### src/rtl/mem_ctrl_pkg.sv
// Shared types and constants for the RAM controller / arbiter.
// Holds the FSM state encoding, ls_size encoding and bus widths.
package mem_ctrl_pkg;

    localparam int ADDR_TYPE = 32;
    localparam int DATA_TYPE = 32;

    localparam logic [1:0] IO_SEL_DEF = 2'b11;

    localparam logic [1:0] SIZE_B = 2'd0;
    localparam logic [1:0] SIZE_H = 2'd1;
    localparam logic [1:0] SIZE_W = 2'd2;

    typedef enum logic [1:0] {
        IDLE,
        IF_RD,
        LS_RD,
        LS_WR
    } state_t;

    typedef enum logic {
        GNT_IF,
        GNT_LS
    } grant_t;

    // ls_size 3 is treated as a full word
    function automatic logic [2:0] size_bytes(input logic [1:0] size);
        case (size)
            SIZE_B:  return 3'd1;
            SIZE_H:  return 3'd2;
            default: return 3'd4;
        endcase
    endfunction

endpackage

### src/rtl/mem_ctrl_arb.sv
// Two-way round-robin grant between fetch and LSU.
// Ties go to whichever requester was not granted last.
module mem_ctrl_arb
    import mem_ctrl_pkg::*;
(
    input  logic clk,
    input  logic rst,
    input  logic en,
    input  logic if_req,
    input  logic ls_req,
    output logic gnt_if,
    output logic gnt_ls
);

    grant_t last_q;

    always_comb begin
        gnt_if = 1'b0;
        gnt_ls = 1'b0;
        if (en) begin
            if (if_req && ls_req) begin
                gnt_if = (last_q == GNT_LS);
                gnt_ls = (last_q == GNT_IF);
            end else begin
                gnt_if = if_req;
                gnt_ls = ls_req;
            end
        end
    end

    always_ff @(posedge clk) begin
        if (rst) begin
            last_q <= GNT_LS;
        end else if (gnt_if) begin
            last_q <= GNT_IF;
        end else if (gnt_ls) begin
            last_q <= GNT_LS;
        end
    end

endmodule

### src/rtl/mem_ctrl.sv
// Byte-serial RAM controller shared by instruction fetch and LSU.
// Build with MEM_CTRL_IO_STALL_EN defined to honour io_buffer_full.
module mem_ctrl
    import mem_ctrl_pkg::*;
#(
    parameter int         ADDR_W = ADDR_TYPE,
    parameter int         DATA_W = DATA_TYPE,
    parameter logic [1:0] IO_SEL = IO_SEL_DEF
) (
    input  logic              clk,
    input  logic              rst,
    input  logic              rdy,
    input  logic              if_req,
    input  logic [ADDR_W-1:0] if_addr,
    output logic              if_done,
    output logic [DATA_W-1:0] if_data,
    input  logic              ls_req,
    input  logic              ls_we,
    input  logic [1:0]        ls_size,
    input  logic [ADDR_W-1:0] ls_addr,
    input  logic [DATA_W-1:0] ls_wdata,
    output logic              ls_done,
    output logic [DATA_W-1:0] ls_rdata,
    input  logic              flush,
    input  logic [7:0]        mem_din,
    output logic [7:0]        mem_dout,
    output logic [ADDR_W-1:0] mem_a,
    output logic              mem_wr,
    input  logic              io_buffer_full
);

    state_t            state_q, state_d;
    logic [2:0]        s_q, s_d, n_q;
    logic [1:0]        rd_byte;
    logic [ADDR_W-1:0] addr_q, cur_a;
    logic [DATA_W-1:0] wdata_q, buf_q, asm_c;
    logic              gnt_if, gnt_ls, arb_en;
    logic              fin_rd, fin_wr, wr_c, stall;

    assign cur_a   = addr_q + ADDR_W'(s_q);
    assign rd_byte = s_q[1:0] - 2'd1;
    assign mem_wr  = wr_c & rdy;

`ifdef MEM_CTRL_IO_STALL_EN
    assign stall = (cur_a[17:16] == IO_SEL) && io_buffer_full;
`else
    logic unused_io;
    assign unused_io = io_buffer_full | (|IO_SEL);
    assign stall     = 1'b0;
`endif

    // No grant while a done pulse is out, so a held req is not re-served
    assign arb_en = rdy && (state_q == IDLE) && !flush
                    && !if_done && !ls_done;

    mem_ctrl_arb u_arb (
        .clk    (clk),
        .rst    (rst),
        .en     (arb_en),
        .if_req (if_req),
        .ls_req (ls_req),
        .gnt_if (gnt_if),
        .gnt_ls (gnt_ls)
    );

    always_comb begin
        state_d  = state_q;
        s_d      = s_q;
        mem_a    = '0;
        mem_dout = '0;
        wr_c     = 1'b0;
        fin_rd   = 1'b0;
        fin_wr   = 1'b0;
        asm_c    = buf_q;
        case (state_q)
            IDLE: begin
                s_d = '0;
                if (gnt_if) begin
                    state_d = IF_RD;
                end else if (gnt_ls) begin
                    state_d = ls_we ? LS_WR : LS_RD;
                end
            end
            IF_RD, LS_RD: begin
                if (s_q < n_q) begin
                    mem_a = cur_a;
                end
                if (s_q != 3'd0 && !flush) begin
                    asm_c[{rd_byte, 3'b000} +: 8] = mem_din;
                end
                if (flush) begin
                    state_d = IDLE;
                end else if (s_q == n_q) begin
                    state_d = IDLE;
                    fin_rd  = 1'b1;
                end else begin
                    s_d = s_q + 3'd1;
                end
            end
            LS_WR: begin
                mem_a    = cur_a;
                mem_dout = wdata_q[{s_q[1:0], 3'b000} +: 8];
                if (!stall) begin
                    wr_c = 1'b1;
                    if (s_q == n_q - 3'd1) begin
                        state_d = IDLE;
                        fin_wr  = 1'b1;
                    end else begin
                        s_d = s_q + 3'd1;
                    end
                end
            end
            default: state_d = IDLE;
        endcase
    end

    always_ff @(posedge clk) begin
        if (rst) begin
            state_q  <= IDLE;
            s_q      <= '0;
            n_q      <= '0;
            addr_q   <= '0;
            wdata_q  <= '0;
            buf_q    <= '0;
            if_done  <= 1'b0;
            ls_done  <= 1'b0;
            if_data  <= '0;
            ls_rdata <= '0;
        end else if (rdy) begin
            state_q <= state_d;
            s_q     <= s_d;
            buf_q   <= asm_c;
            if_done <= fin_rd && (state_q == IF_RD);
            ls_done <= (fin_rd && (state_q == LS_RD)) || fin_wr;
            if (fin_rd && (state_q == IF_RD)) begin
                if_data <= asm_c;
            end
            if (fin_rd && (state_q == LS_RD)) begin
                ls_rdata <= asm_c;
            end
            if (gnt_if) begin
                addr_q <= if_addr;
                n_q    <= 3'd4;
                buf_q  <= '0;
            end else if (gnt_ls) begin
                addr_q  <= ls_addr;
                n_q     <= size_bytes(ls_size);
                wdata_q <= ls_wdata;
                buf_q   <= '0;
            end
        end
    end

endmodule
### config.mk
export PLATFORM = sky130hd
export DESIGN_NAME = mem_ctrl
export DESIGN_NICKNAME = d
export VERILOG_FILES = /design/src/rtl/mem_ctrl_pkg.sv /design/src/rtl/mem_ctrl_arb.sv /design/src/rtl/mem_ctrl.sv
export SDC_FILE = /design/constraint.sdc
export NUM_CORES = 1
export LEC_CHECK = 0
export CORE_MARGIN = 4
export CORE_UTILIZATION = 44
export DETAILED_ROUTE_END_ITERATION = 7
export PLACE_DENSITY = 0.85
export SETUP_SLACK_MARGIN = 0.02
export SLEW_MARGIN = 20
export SYNTH_ARGS = -nofsm -noshare
export SYNTH_HDL_FRONTEND = slang
export SYNTH_SLANG_ARGS = --single-unit
### constraint.sdc
create_clock -name clk -period 3 [get_ports clk]
set_clock_uncertainty 0.1 [all_clocks]
set_input_delay 0.6 -clock clk [delete_from_list [all_inputs] [get_ports clk]]
set_output_delay 0.6 -clock clk [all_outputs]
set_load 0.1 [all_outputs]
==> results.md, run 1 <==
* Worst setup EP type: output pin
* Initial antenna violation count at 3
* Most common cell after layout, fill and taps aside: nand2_1
* Max-cap violations at 0
* Peak supply drop at 0.000420 V
* Switching Share at between 20% and 30%
* Relative slew slack at between 30% and 40%
* WL/cell at around 18 um
* First-pass GRT wire length at roughly 42 mm
* Initial Util at 44.7%
* CP max stage delay at approximately 0.43 ns
* Hold buffer count at CTS at 0
* Mapped Cells at a little over 1,000
* Total power per unit cell area at between 400 and 500 mW/mm^2
* DP HPWL at roughly 18 mm
* CP top delay family: simple AND/OR/NAND/NOR gates
* Hold Fails Final Rpt at 0
* Status: finished, violations left
* Slowest CP cell: or4_4
* Period utilisation layout at 114%
* RSZ-0062 raised after global routing: true
* Violated checks: setup timing
* Crit-path cells: ha_4, inv_2, fa_2, nor2b_4, o2111ai_4, buf_12, or4_4, a21oi_4, buf_12
* Cell area after synthesis at between 0.008 and 0.009 sq mm
* Vias in the first global route at roughly 8,100
* #FFs+latches synth at between 150 and 200
* Wire length on met2 at about 13 mm
* Yosys Warn Count at 0
* Pin count of the biggest net entering global routing at 100
* Non-Filler Instances at approximately 1,500
* Reg power frac at between 40% and 50%
* H-tree depth at 4
* Die Ht at ~150 um
* Placement Rows at 50
* Worst EP arrival at about 2.7 ns
* Post-synthesis sequential area ratio at between 40% and 50%
* EDFF count, synth at 0
* Final nets at 1,344
* CP Max Fanout at 7
* Remaining antenna violation count at 0
* Pre-antenna DRT Iters at 5
* Gate power share at between 10% and 20%
* P_int at about 0.0039 W
* Post-synthesis async set-or-reset flop share at 0%
* Required @ worst endpoint at 2.30 ns
* Commonest cells after routing, fill and taps aside: 174 x nand2_1, 167 x dfxtp_1, 111 x clkdlybuf4s50_1
* Tightest Hold Check Type: reg -> reg
* Port bufs at about 220
* PnR worst setup slack at -0.410 ns
* # IOs at ~220
* Routed WL at 25.6 mm
* CP Launch Type: flip-flop
* Layout cells sized above 1 at approximately a fifth
* Vias per cell at between 5 and 6
* Clock Sinks at between 150 and 200
* Post-route minimum period at about 3.4 ns
* Gpl congestion at roughly 0.85
* Die extent in x at roughly 150 um
* Switching power at between 0.0015 and 0.002 W
* Vias post-DR at roughly 8,300
* Die area at 0.0213 sq mm
* Worst-margin pin slew at roughly 1.0 ns
* Top sig layer: met4
* Clock latency on the worst-skew pair at 0.42 ns
* Grt total ovfl at 0
* Clock transition at path regs at ~0.070 ns
* Final max-slew violation count at 0
* Initial DRC Count at 635
* Clock Tree Root: clkbuf_16
* Drt drc at 0
* GRT Overall Usage at a little under a quarter
* Netlist cell types at 51
* CTS max path bufs at 2
* Met1 Wirelength at roughly 11 mm
* Setup_tns at -7.86 ns
* Layout area overhead at 45.4%
* CTS Buf Count at 17
* Avg Inst Size Synth at about 8.2 sq um
* Ys flop type: dfxtp_1
* Post-synth net total at 1,148
* Total power at around 0.0054 W
* Fillers at ~1,500
* FMAX at ~290 MHz
* Setup Crit Path Kind: reg -> out
* DR WL met3 at between 1.5 and 2 mm
* Clock power share at a little over two fifths
* # setup viols final at 32
* Pleak at 4.13 nW
* Buf/Inv on CP at 3
* CTS tree: yes
* Placed Instances at about 1,400
* Most frequent CP cell: buf_12
* Core footprint at 0.0187 sq mm
==> flip-flops by register name, summed over array words and instances, names as in the netlist <==
register / flops
if_data: 32
ls_done: 1
wdata_q: 32
if_done: 1
u_arb.last_q: 1
s_q: 3
addr_q: 32
buf_q: 32
ls_rdata: 32
state_q: 2
n_q: 3
==> Yosys cell counts (2+ instances only) <==
| master | count | area [sq um] |
|---|---|---|
| o2111ai_1 | 2 | 17.5 |
| and4_1 | 8 | 70.1 |
| nor4b_1 | 9 | 78.8 |
| xor2_1 | 7 | 61.3 |
| or4bb_1 | 8 | 90.1 |
| mux2i_1 | 28 | 280 |
| ha_1 | 18 | 225 |
| or3_1 | 7 | 43.8 |
| o21ai_0 | 36 | 180 |
| buf_1 | 7 | 26.3 |
| clkbuf_1 | 57 | 214 |
| o31ai_1 | 13 | 97.6 |
| nand4_1 | 6 | 37.5 |
| or4_1 | 14 | 105 |
| xnor2_1 | 3 | 26.3 |
| and4b_1 | 2 | 20.0 |
| inv_1 | 14 | 52.6 |
| nor2b_1 | 7 | 43.8 |
| a21oi_1 | 73 | 365 |
| o31a_1 | 8 | 70.1 |
| nand2b_1 | 15 | 93.8 |
| a311oi_1 | 32 | 280 |
| dfxtp_1 | 171 | 3420 |
| mux4_2 | 8 | 180 |
| buf_2 | 15 | 75.1 |
| nand3b_1 | 5 | 37.5 |
| a211oi_1 | 69 | 518 |
| nand3_1 | 11 | 55.1 |
| nor4_1 | 8 | 50.1 |
| nor3_1 | 4 | 20.0 |
| nor2_1 | 121 | 454 |
| o211ai_1 | 5 | 37.5 |
| and3_1 | 7 | 43.8 |
| and2_1 | 26 | 163 |
| nand2_1 | 175 | 657 |
==> stage by stage <==
stage	hold slack [ns]	instance area (sq um)	util (%)	setup slack, ns
final	0.353	12200	65.0	-0.410
after global routing	0.373	12200	65.0	-0.496
after CTS	0.357	12100	64.8	-0.448
after detailed placement	0.341	11400	60.9	0.0128
after global placement	0.333	11400	60.9	0.0612
after floorplan	0.324	8820	-	-0.206
==> layout make-up <==
| type | count | area, sq um | area share, % |
|---|---|---|---|
| inverters | 15 | 56.3 | 0.463 |
| multi-input cells | 748 | 5000 | 41.2 |
| well taps | 234 | 293 | 2.41 |
| clock buffers | 17 | 425 | 3.50 |
| clock inverters | 15 | 196 | 1.62 |
| flip-flops and latches | 171 | 3430 | 28.2 |
| diodes | 3 | 7.51 | 0.0618 |
| repair buffers | 258 | 2740 | 22.5 |
==> layer usage <==
metal | up-vias | global-route usage [%]
met3 | 47 | 4.58
li1 | 4028 | -
met5 | - | 0
met2 | 291 | 40.3
met1 | 3897 | 29.4
met4 | 0 | 8.64
==> cells by family (layout without fill, tap and decap cells) <==
kind of cell    Yosys count  in the layout  share of synthesized area, %
buf+inv                  96            305                          4.60
mux                      36             36                          5.51
xor+xnor                 11             11                          1.32
fa+ha+maj                19             19                          2.93
simple gates            439            439                          25.5
flops                   171            171                          41.0
compound gates          243            243                          19.2
other cells               0              3                             0
==> worst min-delay path, cell delays in order, from the launching register on <==
cell and delay (ns):
dfxtp_1 0.31, nand2_1 0.05, a21oi_1 0.05
==> power groups by stage <==
stage | clock (W) | combinational (W) | sequential (W)
final | 0.00228 | 0.000704 | 0.00240
after global routing | 0.00243 | 0.000763 | 0.00241
after CTS | 0.00232 | 0.000699 | 0.00240
after detailed placement | 0 | 0.000692 | 0.00245
after global placement | 0 | 0.000676 | 0.00244
after floorplan | 0 | 0.000365 | 0.00249
==> worst paths after layout <==
path	depth (start not counted)	to	startpoint	slack (ns)
worst max-delay path	9	mem_a[30]	s_q[0]	-0.41
worst min register to register	2	wdata_q[17]	wdata_q[17]	0.35
worst min-delay path	2	wdata_q[17]	wdata_q[17]	0.35
worst max register to register	7	if_data[8]	s_q[0]	0.08
==> what timing repair did <==
| item | in CTS | in global routing |
|---|---|---|
| buffers inserted | 3 | 1 |
| pin swaps | 10 | 2 |
| setup endpoints to repair | 32 | 35 |
| resized for setup | 9 | 5 |
| gates cloned | 1 | 0 |
No activity file was read; power rests on OpenSTA's default activity.
==> inputs of run 2 (changes only) <==
CORE_ASPECT_RATIO = 1.5   (was not set)
PLACE_DENSITY = 0.87   (was 0.85)
==> run 2 against run 1 <==
The flow still finishes with violations (setup timing). Maximum frequency increased by 0.92%. Register-to-register slack improved by 0.35 ns. Final cell count is 1.8% higher. Non-clock buffer count increased by 12. Critical path depth stayed put. Count of clock-buffer cells in the layout up 2. Core utilization up 1.3 points. Sequential power about the same. Design area increased by 1.5%. Via count up 2.3%. Power is 1.5% lower. Critical endpoint is now mem_a[28].
==> results.md, run 2 (synthesized netlist as in run 1, its figures left out) <==
* Worst-margin pin slew at 1.04 ns (+0.0148 ns)
* First-pass GRT wire length at 42.0 mm (+0.56%)
* Period utilisation layout at 113% (-1.0 points)
* Setup WS pre-CTS at 0.0121 ns (-0.000670 ns)
* Layout area overhead at 47.7%
* CTS Buf Count at 17 (unchanged)
* Initial Util at 44.9% (+0.20 points)
* Reg area at 0.00344 sq mm (+0.22%)
* Vias post-DR at 8,450 (+2.3%)
* Fillers at 1,462 (+0.068%)
* Gpl congestion at 0.880 (+3.9%)
* Die Ht at 177 um (+21%)
* WL/cell at 18.0 um (+2.7%)
* RSZ-0062 raised after global routing: true
* Post-route minimum period at 3.38 ns (-0.0310 ns)
* Drt drc at 0 (unchanged)
* Clock transition at path regs at 0.06 ns (about the same)
* Total power at 0.00530 W (-1.5%)
* Vias in the first global route at 8,482 (+4.5%)
* Initial antenna violation count at 0 (-3)
* Placement Rows at 61 (+22%)
* Initial DRC Count at 590 (-7.1%)
* Status: finished, violations left
* Pre-antenna DRT Iters at 7 (+2)
* H-tree depth at 4 (unchanged)
* Grt total ovfl at 0 (unchanged)
* CTS max path bufs at 2 (unchanged)
* CP Launch Type: flip-flop
* CP Max Fanout at 7 (unchanged)
* CP max stage delay at 0.43 ns (about the same)
* Core footprint at 0.0186 sq mm (-0.44%)
* Clock Sinks at 171 (unchanged)
* Buf/Inv on CP at 3 (unchanged)
* DP HPWL at 18.5 mm (+4.9%)
* GRT Overall Usage at 24.3% (+0.79 points)
* Port bufs at 219 (unchanged)
* Hold buffer count at CTS at 0 (unchanged)
* Pleak at 4.22 nW (+2.0%)
* Worst EP arrival at 2.68 ns (-0.03 ns)
* Max-cap violations at 0 (unchanged)
* Final nets at 1,356 (+0.89%)
* # IOs at 221 (unchanged)
* Peak supply drop at 0.000376 V (-10%)
* Routed WL at 26.8 mm (+4.6%)
* # setup viols final at 23 (-28%)
* Commonest cells after routing, fill and taps aside: 174 x nand2_1, 161 x dfxtp_1, 111 x clkdlybuf4s50_1
* FMAX at 296 MHz (+0.92%)
* CP top delay family: simple AND/OR/NAND/NOR gates
* Multi-input logic area at 0.00509 sq mm (+1.7%)
* Pin count of the biggest net entering global routing at 66 (-34%)
* Inserted Diodes at 0 (-3)
* CTS tree: yes
* Relative slew slack at 30.4% (-1.2 points)
* Slowest CP cell: or4_4
* Worst setup EP type: output pin
* Vias per cell at 5.68 (+0.41%)
* Final max-slew violation count at 0 (unchanged)
* PnR worst setup slack at -0.379 ns (+0.0310 ns)
* Setup Crit Path Kind: reg -> out
* Remaining antenna violation count at 0 (unchanged)
* Hold Fails Final Rpt at 0 (unchanged)
* Layout cells sized above 1 at 22.7% (+1.9 points)
* Required @ worst endpoint at 2.30 ns (about the same)
* Violated checks: setup timing
* Fin util at 66.3% (+1.3 points)
* Clock latency on the worst-skew pair at 0.42 ns (about the same)
* Die extent in x at 121 um (-17%)
* Die area at 0.0213 sq mm (+0.21%)
* Crit-path cells: ha_4, inv_2, fa_2, nor2b_4, o2111ai_4, buf_6, or4_4, a21oi_4, buf_12
* Clock Tree Root: clkbuf_16
* Total power per unit cell area at 430 mW/mm^2 (-3.0%)
* Tightest Hold Check Type: reg -> reg
* Most common cell after layout, fill and taps aside: nand2_1
[run 2: cell types whose count changed in the layout (fill, tap and decap cells not counted), sizes merged]
cell    before  now
buf        146  158
clkbuf      18   20
clkinv       6    4
diode        3    0
[run 2: final timing paths]
kind         cells past startpoint   startpoint           to  slack (ns)
max                              9       s_q[0]    mem_a[28]       -0.38
min                              2  wdata_q[23]  wdata_q[23]        0.35
max reg2reg                      8       s_q[0]  if_data[15]        0.43
min reg2reg                      2  wdata_q[23]  wdata_q[23]        0.35
[run 2: power breakdown]
group	internal [W]	switching (W)
clock network	0.00117	0.000984
logic	0.000336	0.000411
registers	0.00234	0.0000699
[run 2: routing by layer]
metal  share of wire [%]  vias to the layer above  track usage, %
li1                    -                     4038               -
met3                 5.7                       64            4.86
met5                   0                        -               0
met2                  53                      299            45.6
met4                 3.4                        0            10.2
met1                  38                     4049            26.2
[run 2: what timing repair did]
| action | CTS | global route |
|---|---|---|
| resized for setup | 20 | 26 |
| setup endpoints to repair | 32 | 40 |
| cloned | 2 | 1 |
| pin swaps | 10 | 11 |
| buffers inserted | 4 | 8 |
[run 2: layout make-up]
| cell class | instances | share of cell area [%] |
|---|---|---|
| clock inverters | 13 | 1.04 |
| repair buffers | 270 | 23.3 |
| flip-flops and latches | 171 | 27.9 |
| well taps | 252 | 2.55 |
| inverters | 15 | 0.476 |
| clock buffers | 19 | 3.51 |
| multi-input cells | 748 | 41.2 |
[run 2: stage by stage]
step                      instance area (sq um)  hold slack (ns)  std cells  TNS (ns)
after CTS                                 12200            0.355       1479     -6.56
after global placement                    11400            0.333       1441         0
final                                     12300            0.354       1488     -4.16
after floorplan                            8820            0.324       1015    -0.957
after global routing                      12300            0.369       1488     -6.67
after detailed placement                  11400            0.342       1441         0
[run 2: worst min-delay path: stages, from the launching register on]
cell and delay [ns]:
dfxtp_1 0.31, nand2_1 0.05, a21oi_1 0.05
==> inputs of run 3 (changes only) <==
CORE_UTILIZATION = 30   (was 44)
PLACE_DENSITY = 0.67   (was 0.87)
SKIP_CTS_REPAIR_TIMING = 1   (was not set)
==> run 3 against run 2 <==
The run still ends with setup timing left. Sequential share of layout area fell by 0.12 points. Power rose by 3.2%. Worst hold slack barely moved. Global-route usage fell by 7.1 points. Combinational power fell by 3.3%. Largest power group unchanged. Highest routed layer unchanged.
==> results.md, run 3 (synthesized netlist as in run 1, its figures left out) <==
* Peak supply drop at 0.000400 V (+6.5%)
* Pin count of the biggest net entering global routing at 68 (+3.0%)
* Non-Filler Instances at 1,585 (+6.5%)
* Slowest CP cell: or4_4
* DP HPWL at 19.3 mm (+4.2%)
* Final max-slew violation count at 0 (unchanged)
* FMAX at 297 MHz (+0.25%)
* Routed WL at 26.4 mm (-1.6%)
* RSZ-0062 raised after global routing: true
* Vias post-DR at 8,025 (-5.0%)
* Layout area overhead at 48.0%
* Buf/Inv on CP at 3 (unchanged)
* CP max stage delay at 0.43 ns (about the same)
* Pre-antenna DRT Iters at 4 (-3)
* CP Max Fanout at 6 (-1)
* Post-route minimum period at 3.37 ns (-0.00848 ns)
* Initial antenna violation count at 3 (+3)
* Die Ht at 212 um (+20%)
* CTS Buf Count at 17 (unchanged)
* Fillers at 2,646 (+81%)
* Relative slew slack at 48.5% (+18 points)
* Gpl congestion at 0.823 (-6.5%)
* PnR worst setup slack at -0.370 ns (+0.00848 ns)
* Drt drc at 0 (unchanged)
* Placed Instances at 1,549 (+7.5%)
* Status: finished, violations left
* Remaining antenna violation count at 0 (unchanged)
* Vias in the first global route at 7,828 (-7.7%)
* Initial DRC Count at 276 (-53%)
* WL/cell at 16.6 um (-7.6%)
* Commonest cells after routing, fill and taps aside: 174 x nand2_1, 167 x dfxtp_1, 119 x buf_4
* Clock Sinks at 171 (unchanged)
* First-pass GRT wire length at 41.9 mm (-0.31%)
* Grt total ovfl at 0 (unchanged)
* Hold WS at 0.354 ns (-0.0000210 ns)
* Layout cells sized above 1 at 21.1% (-1.6 points)
* # setup viols final at 32 (+39%)
* Final nets at 1,360 (+0.29%)
* R2r setup slk at 0.26 ns (-0.17 ns)
* Most common cell after layout, fill and taps aside: nand2_1
* Max-cap violations at 0 (unchanged)
* Die extent in x at 144 um (+20%)
* Pleak at 4.21 nW (-0.16%)
* Met3 Use GR at 4.14% (-0.72 points)
* Placement Rows at 74 (+21%)
* CTS max path bufs at 2 (unchanged)
* Clock latency on the worst-skew pair at 0.43 ns (about the same)
* GRT Overall Usage at 17.2% (-7.1 points)
* Hold Fails Final Rpt at 0 (unchanged)
* Period utilisation layout at 112% (-0.28 points)
* Clock transition at path regs at 0.07 ns (about the same)
* Tightest Hold Check Type: reg -> reg
* Violated checks: setup timing
* Core footprint at 0.0273 sq mm (+47%)
* GR Layer Usage met1 at 20.5% (-5.7 points)
* Global route hottest layer: met2
* # IOs at 221 (unchanged)
* CP Launch Type: flip-flop
* Initial Util at 30.6% (-14 points)
* CP top delay family: simple AND/OR/NAND/NOR gates
* Worst setup EP type: output pin
* Total power per unit cell area at 442 mW/mm^2 (+3.0%)
* CTS tree: yes
* Port bufs at 219 (unchanged)
* Required @ worst endpoint at 2.30 ns (about the same)
* Worst-margin pin slew at 0.773 ns (-0.268 ns)
* Met2 usage at 29.3% (-16 points)
* Setup Crit Path Kind: reg -> out
* Crit-path cells: ha_4, inv_2, fa_2, nor2b_4, o2111ai_4, buf_6, or4_4, a21oi_4, buf_12
* Vias per cell at 5.06 (-11%)
* Worst EP arrival at 2.67 ns (about the same)
* Clock Tree Root: clkbuf_16
* Die area at 0.0306 sq mm (+44%)
* H-tree depth at 4 (unchanged)
* Total power at 0.00547 W (+3.2%)
==> run 3: power by group <==
group	internal [W]	switching (W)	total, W
clock	0.00135	0.00100	0.00236
combinational	0.000321	0.000402	0.000722
sequential	0.00233	0.0000578	0.00239
==> run 3: per-stage QoR <==
| stage | setup TNS [ns] | setup slack [ns] | util, % | cell area (sq um) |
|---|---|---|---|---|
| finish | -6.34 | -0.370 | 45.3 | 12400 |
| global route | -11.85 | -0.477 | 45.3 | 12400 |
| CTS | -8.50 | -0.463 | 45.2 | 12300 |
| detailed placement | 0 | 0.0383 | 42.9 | 11700 |
| global placement | 0 | 0.0153 | 42.9 | 11700 |
| floorplan | -0.957 | -0.206 | - | 8820 |
==> run 3: cell type report <==
class                   count  area (sq um)  area share [%]
multi-input cells         748          4960            40.1
clock inverters            14           183            1.48
inverters                  15          56.3           0.455
well taps                 342           428            3.46
flip-flops and latches    171          3430            27.8
repair buffers            274          2870            23.2
clock buffers              18           439            3.55
diodes                      3          7.51          0.0607
==> run 3: worst min-delay path, delay by kind of cell (launching register included) <==
kind            cells  cell delay, ns
compound gates      1            0.05
simple gates        1            0.05
flops               1            0.31
==> run 3: final timing paths <==
check | from | to | cells past startpoint
worst max register to register | s_q[0] | if_data[8] | 7
worst max-delay path | s_q[0] | mem_a[20] | 9
worst min register to register | wdata_q[12] | wdata_q[12] | 2
worst min-delay path | wdata_q[12] | wdata_q[12] | 2
==> run 3: layer usage <==
metal  wire, um  part of all wire (%)
met3       1510                   5.7
met2      13200                    50
met4        767                   2.9
met5          0                     0
met1      10900                    41
